--- config.mk ---
export PLATFORM = sky130hd
export DESIGN_NAME = axis_usb_packetiser
export DESIGN_NICKNAME = d
export VERILOG_FILES = /design/src/rtl/axis_usb_packetiser.sv
export SDC_FILE = /design/constraint.sdc
export NUM_CORES = 1
export LEC_CHECK = 0
export ABC_AREA = 1
export CAP_MARGIN = 15
export CELL_PAD_IN_SITES_DETAIL_PLACEMENT = 1
export CELL_PAD_IN_SITES_GLOBAL_PLACEMENT = 2
export CORE_UTILIZATION = 25
export DETAILED_ROUTE_END_ITERATION = 12
export HOLD_SLACK_MARGIN = 0.15
export PLACE_DENSITY = 0.78
export SETUP_SLACK_MARGIN = 0.02
export SYNTH_ARGS = -nofsm -noshare
export SYNTH_HDL_FRONTEND = slang
export SYNTH_SLANG_ARGS = --single-unit
--- constraint.sdc ---
create_clock -name clock -period 1.3 [get_ports clock]
set_input_delay 0.13 -clock clock [delete_from_list [all_inputs] [get_ports clock]]
set_output_delay 0.13 -clock clock [all_outputs]
set_load 0.005 [all_outputs]
--- src/rtl/axis_usb_packetiser.sv ---
// Splits AXI-Stream byte frames into USB packets of at most MAX_PKT bytes, with an optional ZLP marker after frames that end on a packet boundary.
// Latency: one registered output stage. Backpressure: s_tready follows m_tready combinationally and is held low while a ZLP marker is pending.
module axis_usb_packetiser #(
   parameter int MAX_PKT    = 512,
   parameter int CBITS      = 10,
   parameter int ENABLE_ZLP = 1
) (
   input  logic       clock,
   input  logic       reset_n,
   input  logic       s_tvalid,
   output logic       s_tready,
   input  logic       s_tlast,
   input  logic [7:0] s_tdata,
   output logic       m_tvalid,
   input  logic       m_tready,
   output logic       m_tkeep,
   output logic       m_tlast,
   output logic [7:0] m_tdata,
   output logic       frame_done
);

   typedef enum logic {ST_DATA, ST_ZLP} state_t;

   localparam logic [CBITS-1:0] LAST_CNT = CBITS'(MAX_PKT - 1);

   state_t           state, state_d;
   logic [CBITS-1:0] count, count_d;
   logic             vld_d, keep_d, last_d, done_d;
   logic [7:0]       data_d;
   // Marks that the beat held in the output register closes a frame.
   logic             eof, eof_d;
   logic             out_free, brk, pkt_full;

   always_ff @(posedge clock or negedge reset_n) begin
      if (!reset_n) begin
         state      <= ST_DATA;
         count      <= '0;
         m_tvalid   <= 1'b0;
         m_tkeep    <= 1'b0;
         m_tlast    <= 1'b0;
         m_tdata    <= 8'h00;
         frame_done <= 1'b0;
         eof        <= 1'b0;
      end else begin
         state      <= state_d;
         count      <= count_d;
         m_tvalid   <= vld_d;
         m_tkeep    <= keep_d;
         m_tlast    <= last_d;
         m_tdata    <= data_d;
         frame_done <= done_d;
         eof        <= eof_d;
      end
   end

   always_comb begin
      state_d  = state;
      count_d  = count;
      vld_d    = m_tvalid;
      keep_d   = m_tkeep;
      last_d   = m_tlast;
      data_d   = m_tdata;
      eof_d    = eof;
      done_d   = m_tvalid && m_tready && eof;
      out_free = !m_tvalid || m_tready;
      s_tready = (state == ST_DATA) && out_free;
      pkt_full = (count == LAST_CNT);
      brk      = s_tlast || pkt_full;

      case (state)
         ST_DATA: begin
            if (s_tvalid && s_tready) begin
               vld_d   = 1'b1;
               keep_d  = 1'b1;
               last_d  = brk;
               data_d  = s_tdata;
               count_d = brk ? '0 : count + CBITS'(1);
               if (s_tlast && pkt_full && (ENABLE_ZLP != 0)) begin
                  state_d = ST_ZLP;
                  eof_d   = 1'b0;
               end else begin
                  eof_d   = s_tlast;
               end
            end else if (m_tvalid && m_tready) begin
               vld_d = 1'b0;
            end
         end
         ST_ZLP: begin
            // A valid beat with keep low can only be the marker itself.
            if (m_tvalid && !m_tkeep) begin
               if (m_tready) begin
                  vld_d   = 1'b0;
                  state_d = ST_DATA;
               end
            end else if (out_free) begin
               vld_d  = 1'b1;
               keep_d = 1'b0;
               last_d = 1'b1;
               data_d = 8'h00;
               eof_d  = 1'b1;
            end
         end
         default: state_d = ST_DATA;
      endcase
   end

endmodule
# [Word-level counts from Yosys, hierarchy flattened]
# Cells that the tools add are included.
[classes] add_sub_neg=1 n_mul=0 div_mod_pow=0 order_cmp=0 eq_ne=7 shifts=0 n_mux=26 bitwise_logic=1 reduce_logical=13
[ops] op="8-bit 2-to-1 mux" n=3
[ops] op="1-bit 2-to-1 mux" n=16
[ops] op="8-bit case mux with 2 select lines" n=1
[ops] op="10-bit by 1-bit adder with 10-bit output, second input constant" n=1
[ops] op="10-bit by 9-bit equality test with 1-bit output, second input constant" n=1
[ops] op="10-bit 2-to-1 mux" n=1
[ops] op="1-bit case mux with 2 select lines" n=5
[ops] op="1-bit logical AND" n=6
[ops] op="3-bit by 1-bit != test with 1-bit output, second input constant" n=2
[ops] op="3-bit AND reduction" n=2
[ops] op="2-bit by 1-bit != test with 1-bit output, second input constant" n=2
[ops] op="3-bit != test, second input constant" n=1
[ops] op="1-bit logical NOT" n=2
[ops] op="1-bit logical OR" n=2
[ops] op="2-bit != test, second input constant" n=1
[ops] op="2-bit AND reduction" n=1
[ops] op="1-bit NOT" n=1
[totals] regBits=24 latchBits=0 mem_bits_rw=0 rom_bits=0 inputBits=13 output_inout_bits=13 wordCells=56 memories=0

# [Depth between registers and ports, before layout]
# Gate-level depths: netlist (run 1).
[depth] ltp_word=6 depth_mapped=9 ltp_nobuf=9

# [Least setup slack after synthesis (run 1)]
# No wires, ideal clock.
[synth_timing] path_kind="register -> register" from="register count[0]" to="register m_tlast" setup_ns=0.117 arrival_ns=1.188 required_ns=1.183 path_slack_ns=-0.005 path_stages_with_launch=10 n_path_buf=0 path_cell_list="dfrtp_1 ha_1 nand2_1 nor2_1 nand2_1 nand2_1 inv_1 nand2_1 o21ai_1 inv_1"
[synth_between] elab_chain_len=4
[synth_rtl] element="start, declared" line_no="27" rtl="logic [CBITS-1:0] count, count_d;"
[synth_rtl] element="start signal, assigned" line_no="46" rtl="count <= count_d;"
[synth_rtl] element="10-bit by 9-bit equality test with 1-bit output" line_no="67" rtl="pkt_full = (count == LAST_CNT);"
[synth_rtl] element="1-bit logical OR" line_no="68" rtl="brk = s_tlast || pkt_full;"
[synth_rtl] element="1-bit 2-to-1 mux" line_no="72" rtl="if (s_tvalid && s_tready) begin"
[synth_rtl] element="1-bit case mux with 2 select lines" line_no="70" rtl="case (state)"
[synth_rtl] element="end signal, assigned" line_no="49" rtl="m_tlast <= last_d;"
[synth_rtl] element="end, declared" line_no="17" rtl="output logic m_tlast,"
# Every way passes these cells. The select of a mux whose other input is x is not followed.
# A chain may end at the register's enable or synchronous reset.

# [Worst setup path after layout (run 1)]
[layout_timing] from="register m_tvalid" to="register count[3]"
[layout_between] elab_chain_len=5
[layout_rtl] element="start, declared" line_no="14" rtl="output logic m_tvalid,"
[layout_rtl] element="start signal, assigned" line_no="47" rtl="m_tvalid <= vld_d;"
[layout_rtl] element="1-bit logical NOT" line_no="65" rtl="out_free = !m_tvalid || m_tready;"
[layout_rtl] element="1-bit logical OR" line_no="65"
[layout_rtl] element="1-bit logical AND" line_no="66" rtl="s_tready = (state == ST_DATA) && out_free;"
[layout_rtl] element="1-bit logical AND" line_no="72"
[layout_rtl] element="2-bit AND reduction (no source line)"
# Every way passes these cells.

==> out/metrics.csv, run 1 <==
metric,value,unit
outcome,"finished, violations left",
violations,negative setup slack,
syn_inst,142,
start_util,26.3,%
period_needed,1310,ps
grtUsageTotal,13.4,%
drt-initial-drc-count,43,
overflow,0,
post_synth.cell_area_avg,8.13,µm²
h-tree-depth,1,
seqCellArea,603,µm²
syn_to_final_growth,47.1,%
finalNonFillerCells,238,
synth-seq-cells,24,
layout_common_cells,"nand2_1, dfrtp_1, nor2_1, buf_4, clkdlybuf4s50_1",
cts_root_buf,clkbuf_8,
drv_cap,0,
peakVddDrop,0.502,mV
drv_slew,0,
cts_buffer_depth,2,
required,1470,ps
cts.sinks,24,
dp_hpwl,2.18,mm
regToRegStartpoint,m_tvalid$_DFFE_PN0P_,
die_height,70.0,µm
setup.worst_path.class,reg2reg,
ctsHoldBuffers,0,
netlist-cell-type-count,22,
final_layout_size_suffix_gt1_share,25.3,%
finalHoldViolations,0,
fp.dieW,70.0,µm
fp.dieArea,4900,µm²
path_clk_slew,90,ps
dr.pass1.iters,4,
vias_per_cell,4.53,
p_leak,0.851,nW
rsz0062_at_grt,yes,
nets,202,
max_freq,0.761,GHz
min_path_type,in2async,
setup_viol_count_final,5,
drt_wl_total,2.95,mm
cts_tree,yes,
skew,5.15,ps
start_kind,register,
core,4380,µm²
gp_congestion,0.739,
fill_cells,518,
placed_area,1560,µm²
num_io_pins,26,
fin_crit_sh,101,%
port_buffers,25,
slew_headroom,78.3,%
grt_pass1_wl,5.22,mm
insertion_delay,270,ps
critPathCaptureType,register,
dp.cells,230,
diodes,0,
design_area,1700,µm²
vias,1077,
rows,24,
antenna_found_initial,0,
wire_per_inst,12.4,µm
numCtsBuffers,3,
multiInputGateArea,520,µm²
antenna_left,0,
synth-seq-area-share,52.0,%
holdWs,222,ps
pwr_density_cell,1000,nW/µm²
path_max_fanout,7,
drc,0,
grt_pass1_vias,1135,
syn_nets,156,
grt_max_degree,25,
worst_slew_pin_slew,326,ps
crit_start,m_tvalid$_DFFE_PN0P_,
fin_ws,-14.0,ps
r2r_cells,8,
dp_slack,-239,ps
arrival,1490,ps
synth_warnings,0,
r2r_slack,-10,ps
layout_commonest_cell,nand2_1,
synth_area,1150,µm²
[final cells by class]
class                   instances  share of cell area [%]
repair buffers                 43                    23.9
inverters                      16                    3.68
well taps                      52                    3.83
flip-flops and latches         24                    35.5
clock buffers                   3                    2.43
multi-input cells             100                    30.6
[metrics by stage]
stage	TNS, ps	total power [mW]	util, %
5_1_grt	-1660	1.81	38.8
3_3_place_gp	-2350	1.24	35.6
2_1_floorplan	0	1.02	-
6_report	-47.4	1.70	38.8
3_5_place_dp	-3300	1.26	35.6
4_1_cts	-166	1.70	36.8
[synthesized netlist by cell type, drive strengths merged]
library cell | instances | area share (%)
inv | 16 | 5.2
xor2 | 1 | 0.76
buf | 2 | 2.0
o31ai | 1 | 0.65
nor2 | 19 | 6.4
and3 | 1 | 0.54
nand3 | 7 | 4.1
o21ai | 12 | 5.5
a21oi | 3 | 1.3
nand2 | 50 | 17
mux2i | 1 | 0.87
o21bai | 1 | 0.65
nand4 | 3 | 1.6
ha | 1 | 1.1
dfrtp | 24 | 52
[routing by layer]
layer	GRT usage [%]	wire length, µm	up-vias	share of wire (%)
li1	-	-	533	-
met1	16.7	1360	517	46
met2	22.9	1440	22	49
met3	2.60	109	5	3.7
met4	4.67	40	0	1.4
met5	0	0	-	0
[cell families (layout without fill, tap and decap cells)]
| group | Yosys count | after routing | synth area share [%] |
|---|---|---|---|
| AOI/OAI and AO/OA | 17 | 17 | 8.13 |
| xor gates and xnor gates | 1 | 1 | 0.759 |
| adders and majority gates | 1 | 1 | 1.08 |
| buffers and inverters | 18 | 62 | 7.15 |
| DFF | 24 | 24 | 52.0 |
| muxes | 1 | 1 | 0.867 |
| and+or+nand+nor | 80 | 80 | 30.0 |
[power by group]
part	internal, mW	switching (mW)
combinational	0.208	0.175
clock	0.208	0.247
sequential	0.818	0.0470
[worst max-delay path, stage by stage, from the launching register on]
cell and delay [ps]:
dfrtp_2 420, buf_6 130, nand2_4 60, nand3_4 130, inv_4 130, buf_4 120
nand2_2 100, o21ai_2 80, nor2_1 50
[worst paths after layout]
check	end
max	count[3]$_DFFE_PN0P_
min	count[7]$_DFFE_PN0P_
max reg2reg	count[3]$_DFFE_PN0P_
min reg2reg	m_tlast$_DFFE_PN0P_
max in group asynchronous	m_tvalid$_DFFE_PN0P_
min in group clock	m_tdata[5]$_DFFE_PN0P_
[timing repair]
item | 4_1_cts | 5_1_grt
pin swaps | 3 | 7
endpoints found under the setup margin | 15 | 27
resized for setup | 16 | 21
setup buffers | 1 | 4
[registers in the layout, summed over array words and instances, names as in the netlist]
register,count
eof,1
m_tvalid,1
state,1
count,10
frame_done,1
m_tlast,1
m_tdata,8
m_tkeep,1
Power figures use the tool's default switching activity.
==> run 2, diff against run 1 <==
==> constraint.sdc (replaced) <==
create_clock -name clock -period 1.2 [get_ports clock]
set_input_delay 0.12 -clock clock [delete_from_list [all_inputs] [get_ports clock]]
set_output_delay 0.12 -clock clock [all_outputs]
set_load 0.005 [all_outputs]
==> out/metrics.csv, run 2 (synthesis results as in run 1) <==
metric,value,unit,change
outcome,"finished, violations left",,
violations,negative setup slack,,
fill_cells,523,,+0.97%
skew,1.90,ps,-3.25 ps
regMostFlops,count,,
dp_slack,-342,ps,-102 ps
regToRegStartpoint,count[0]$_DFFE_PN0P_,,
diodes,0,,unchanged
fin_ws,-115,ps,-101 ps
max_stage_delay,390,ps,-30 ps
antenna_found_initial,0,,unchanged
grtUsageTotal,15.1,%,+1.7 points
finalHoldViolations,0,,unchanged
final_core_util,41.9,%,+3.1 points
insertion_delay,270,ps,about the same
required,1370,ps,-100 ps
largest_reg_flops,10,,unchanged
drc,0,,unchanged
cp_slowest_cell,dfrtp_1,,
top_regs,"count: 10 flops, m_tdata: 8 flops",,
fin_crit_sh,110,%,+8.5 points
vias_per_cell,4.49,,-0.69%
r2r_slack,-120,ps,-100 ps
period_needed,1320,ps,+1.49 ps
cp.depth,8,,unchanged
finalNonFillerCells,251,,+5.5%
path_max_fanout,4,,-3
setup.worst_path.class,reg2reg,,
num_io_pins,26,,unchanged
setup_viol_count_final,22,,+17
critPathCaptureType,register,,
path_clk_slew,90,ps,about the same
r2r_cells,8,,unchanged
crit_start,count[0]$_DFFE_PN0P_,,
rows,24,,unchanged
final_layout_size_suffix_gt1_share,30.7,%,+5.4 points
ctsHoldBuffers,0,,unchanged
fp.dieW,70.0,µm,unchanged
start_kind,register,,
dr.pass1.iters,4,,unchanged
vias,1128,,+4.7%
layout_commonest_cell,nand2_1,,
antenna_left,0,,unchanged
arrival,1490,ps,about the same
pwr_density_cell,1140,nW/µm²,+14%
gp_congestion,0.747,,+1.1%
drt_wl_total,3.34,mm,+13%
drt-initial-drc-count,38,,-12%
worst_slew_pin_slew,273,ps,-52.9 ps
cts_tree,yes,,
overflow,0,,unchanged
port_buffers,25,,unchanged
core,4380,µm²,unchanged
rsz0062_at_grt,yes,,
power,2.10,mW,+23%
cts_buffer_depth,2,,unchanged
numCtsBuffers,3,,unchanged
path_buf_inv,4,,+1
nets,214,,+5.9%
max_freq,0.760,GHz,-0.11%
drv_slew,0,,unchanged
rr_endpoint,count[3]$_DFFE_PN0P_,,
start_util,26.3,%,unchanged
drv_cap,0,,unchanged
die_height,70.0,µm,unchanged
grt_max_degree,25,,unchanged
syn_to_final_growth,58.9,%,
slew_headroom,81.7,%,+3.5 points
cts.sinks,24,,unchanged
peakVddDrop,0.604,mV,+20%
cp_cell_sequence,"buf_4, buf_4, nand3_1, nor2_1, buf_4, buf_4, nor2_1, nor2_1",,
p_leak,0.927,nW,+8.9%
cts_root_buf,clkbuf_8,,
layout_common_cells,"nand2_1, dfrtp_1, buf_4",,
grt_pass1_wl,5.80,mm,+11%
endpoint,count[3]$_DFFE_PN0P_,,
grt_pass1_vias,1245,,+9.7%
dp.cells,239,,+3.9%
h-tree-depth,1,,unchanged
dp_hpwl,2.41,mm,+10%
crit_top_cell,buf_4,,
min_path_type,in2async,,
wire_per_inst,13.3,µm,+7.6%
fp.dieArea,4900,µm²,unchanged
cp_top_family,buffers and inverters,,
-- run 2: cell count changes in the layout (fill, tap and decap cells not counted), moves of 2 or more --
| cell | before | now |
|---|---|---|
| buf_4 | 15 | 24 |
| buf_6 | 2 | 4 |
| dfrtp_1 | 22 | 24 |
| dfrtp_2 | 2 | 0 |
| dlygate4sd2_1 | 7 | 11 |
| dlymetal6s2s_1 | 4 | 0 |
| nand2_1 | 39 | 42 |
| nand2_2 | 9 | 4 |
| nand2_4 | 2 | 4 |
| nand3_1 | 5 | 3 |
| nand3_2 | 1 | 3 |
-- run 2: worst min-delay path by stage --
stage	end	slack (ps)	depth (start not counted)
final	count[7]$_DFFE_PN0P_	200	2
after global routing	m_tvalid$_DFFE_PN0P_	200	2
after CTS	count[1]$_DFFE_PN0P_	190	2
after detailed placement	m_tdata[5]$_DFFE_PN0P_	470	2
after global placement	m_tdata[5]$_DFFE_PN0P_	460	2
after floorplan	count[0]$_DFFE_PN0P_	-180	0
-- run 2: area by class of cell --
class / count / area [µm²] / share of cell area (%)
clock buffer: 3 / 41.3 / 2.25
clock inverter: 1 / 30.0 / 1.64
inverter: 16 / 67.6 / 3.68
multi-input combinational: 100 / 539 / 29.4
sequential: 24 / 601 / 32.7
tap: 52 / 65.1 / 3.54
timing repair buffer: 55 / 492 / 26.8
-- run 2: power breakdown --
group	total (mW)	switching, mW	internal [mW]
Combinational	0.434	0.201	0.233
Clock	0.726	0.280	0.446
Sequential	0.938	0.0521	0.885
-- run 2: repair_timing --
item / in CTS / in global routing
setup buffers: 6 / 2
pin swaps: 12 / 9
endpoints found under the setup margin: 35 / 25
gates resized for setup: 33 / 10
-- run 2: per-stage QoR --
stage / TNS [ps] / area, µm² / hold WS (ps)
after floorplan: -20.6 / 1160 / -176
after global placement: -4360 / 1650 / 463
after detailed placement: -5650 / 1650 / 472
after CTS: -1820 / 1800 / 195
after global routing: -3650 / 1840 / 197
final: -1470 / 1840 / 197
-- run 2: routing by layer --
layer / vias to the layer above / GRT usage (%) / part of all wire [%]
li1: 559 / - / -
met1: 540 / 16.9 / 42
met2: 25 / 28.0 / 52
met3: 4 / 4.76 / 4.9
met4: 0 / 2.44 / 1.2
met5: - / 0 / 0
==> run 3, diff against run 2 <==
--- a/config.mk
+++ b/config.mk
@@ -13,7 +13,6 @@
 export DETAILED_ROUTE_END_ITERATION = 12
 export HOLD_SLACK_MARGIN = 0.15
 export PLACE_DENSITY = 0.78
-export SETUP_SLACK_MARGIN = 0.02
 export SYNTH_ARGS = -nofsm -noshare
 export SYNTH_HDL_FRONTEND = slang
 export SYNTH_SLANG_ARGS = --single-unit
==> out/metrics.csv, run 3 (synthesis results as in run 1) <==
metric,value,unit,change
outcome,"finished, violations left",,
violations,negative setup slack,,
drv_slew,0,,unchanged
nets,212,,-0.93%
final_layout_size_suffix_gt1_share,35.5,%,+4.9 points
placed_area,1610,µm²,-2.1%
grtUsageTotal,15.2,%,+0.16 points
setup_viol_count_final,23,,+4.5%
cts.sinks,24,,unchanged
top_regs,"count: 10 flops, m_tdata: 8 flops",,
antenna_found_initial,0,,unchanged
design_area,1860,µm²,+1.1%
core,4380,µm²,unchanged
drt-initial-drc-count,21,,-45%
rows,24,,unchanged
fill_cells,513,,-1.9%
rsz0062_at_grt,yes,,
worst_slew_pin_slew,346,ps,+72.9 ps
fp.dieW,70.0,µm,unchanged
largest_reg_flops,10,,unchanged
required,1360,ps,about the same
drv_cap,0,,unchanged
path_max_fanout,14,,+10
port_buffers,25,,unchanged
wire_per_inst,13.7,µm,+2.7%
h-tree-depth,1,,unchanged
insertion_delay,270,ps,about the same
max_freq,0.764,GHz,+0.52%
num_io_pins,26,,unchanged
grt_pass1_wl,6.00,mm,+3.5%
die_height,70.0,µm,unchanged
cts_tree,yes,,
diodes,0,,unchanged
r2r_cells,8,,unchanged
fin_crit_sh,109,%,-0.57 points
path_clk_slew,90,ps,about the same
regMostFlops,count,,
cp_slowest_cell,dfrtp_2,,
multiInputGateArea,591,µm²,+9.5%
vias,1129,,+0.089%
numCtsBuffers,3,,unchanged
seqCellArea,603,µm²,+0.42%
start_util,26.3,%,unchanged
overflow,0,,unchanged
finalHoldViolations,0,,unchanged
dr.pass1.iters,4,,unchanged
cts_buffer_depth,2,,unchanged
slew_headroom,76.8,%,-4.9 points
grt_max_degree,25,,unchanged
setup.worst_path.class,reg2reg,,
cts_root_buf,clkbuf_8,,
drc,0,,unchanged
antenna_left,0,,unchanged
grt_pass1_vias,1297,,+4.2%
min_path_type,in2async,,
vias_per_cell,4.53,,+0.89%
fp.dieArea,4900,µm²,unchanged
fin_ws,-109,ps,+6.84 ps
peakVddDrop,0.501,mV,-17%
power,2.00,mW,-4.8%
syn_to_final_growth,60.7,%,
layout_common_cells,"nand2_1, dfrtp_1, buf_4",,
gp_congestion,0.768,,+2.7%
cp_cell_sequence,"buf_6, nand2_4, nand3_4, nand2_2, o21ai_4, buf_12, nand2_1, o21ai_1",,
pwr_density_cell,1080,nW/µm²,-5.9%
arrival,1470,ps,-20 ps
final_core_util,42.3,%,+0.46 points
dp_hpwl,2.34,mm,-2.6%
period_needed,1310,ps,-6.84 ps
drt_wl_total,3.41,mm,+1.9%
critPathCaptureType,register,,
layout_commonest_cell,nand2_1,,
start_kind,register,,
p_leak,0.924,nW,-0.33%
skew,4.61,ps,+2.71 ps
max_stage_delay,420,ps,+30 ps
==> run 3: changes by cell type in the layout (fill, tap and decap cells not counted), sizes merged <==
cell / delta
buf: -1
bufinv: -1
==> run 3: power breakdown <==
part	internal, mW	switching [mW]	total, mW
registers	0.886	0.0593	0.945
logic	0.258	0.226	0.484
clock network	0.293	0.274	0.567
==> run 3: what timing repair did <==
action | CTS | global route
resized for setup | 48 | 13
hold buffers | 0 | 0
buffers inserted | 12 | 2
hold endpoints to repair | 0 | 0
endpoints found under the setup margin | 35 | 25
pin swaps | 8 | 8
==> run 3: per-stage QoR <==
step | setup TNS (ps) | setup WS, ps | cells | hold slack (ps)
floorplan | -14.0 | -11.3 | 142 | -176
global placement | -4170 | -270 | 236 | 464
detailed placement | -5760 | -323 | 236 | 471
CTS | -1500 | -114 | 251 | 222
global route | -3660 | -200 | 249 | 228
finish | -1760 | -109 | 249 | 211
==> run 3: final cells by class <==
class | instances | share of cell area (%)
Clock buffer | 4 | 2.97
Inverter | 16 | 3.64
Multi-Input combinational cell | 100 | 31.8
Sequential cell | 24 | 32.5
Tap cell | 52 | 3.51
Timing Repair Buffer | 53 | 25.6
==> run 3: worst max-delay path, delay by kind of cell (launching register included) <==
family,cells,cell delay [ps]
flops,1,420
simple gates,4,380
buf+inv,2,260
compound gates,2,130
==> run 3: per-layer routing <==
| layer | vias to the layer above | global-route usage [%] | routed length, µm |
|---|---|---|---|
| met4 | 0 | 4.00 | 41 |
| met1 | 544 | 18.0 | 1440 |
| met5 | - | 0 | 0 |
| met2 | 24 | 27.9 | 1820 |
| met3 | 5 | 3.03 | 109 |
| li1 | 556 | - | - |
==> run 3: path summary, 6_finish.rpt <==
kind	startpoint	endpoint	slack, ps
worst max register to register	m_tvalid$_DFFE_PN0P_	m_tdata[4]$_DFFE_PN0P_	-110
worst max-delay path	m_tvalid$_DFFE_PN0P_	m_tdata[4]$_DFFE_PN0P_	-110
max in group asynchronous	reset_n	m_tvalid$_DFFE_PN0P_	720
min in group clock	s_tdata[6]	m_tdata[6]$_DFFE_PN0P_	380
worst min register to register	m_tdata[5]$_DFFE_PN0P_	m_tdata[5]$_DFFE_PN0P_	480
worst min-delay path	reset_n	count[7]$_DFFE_PN0P_	210
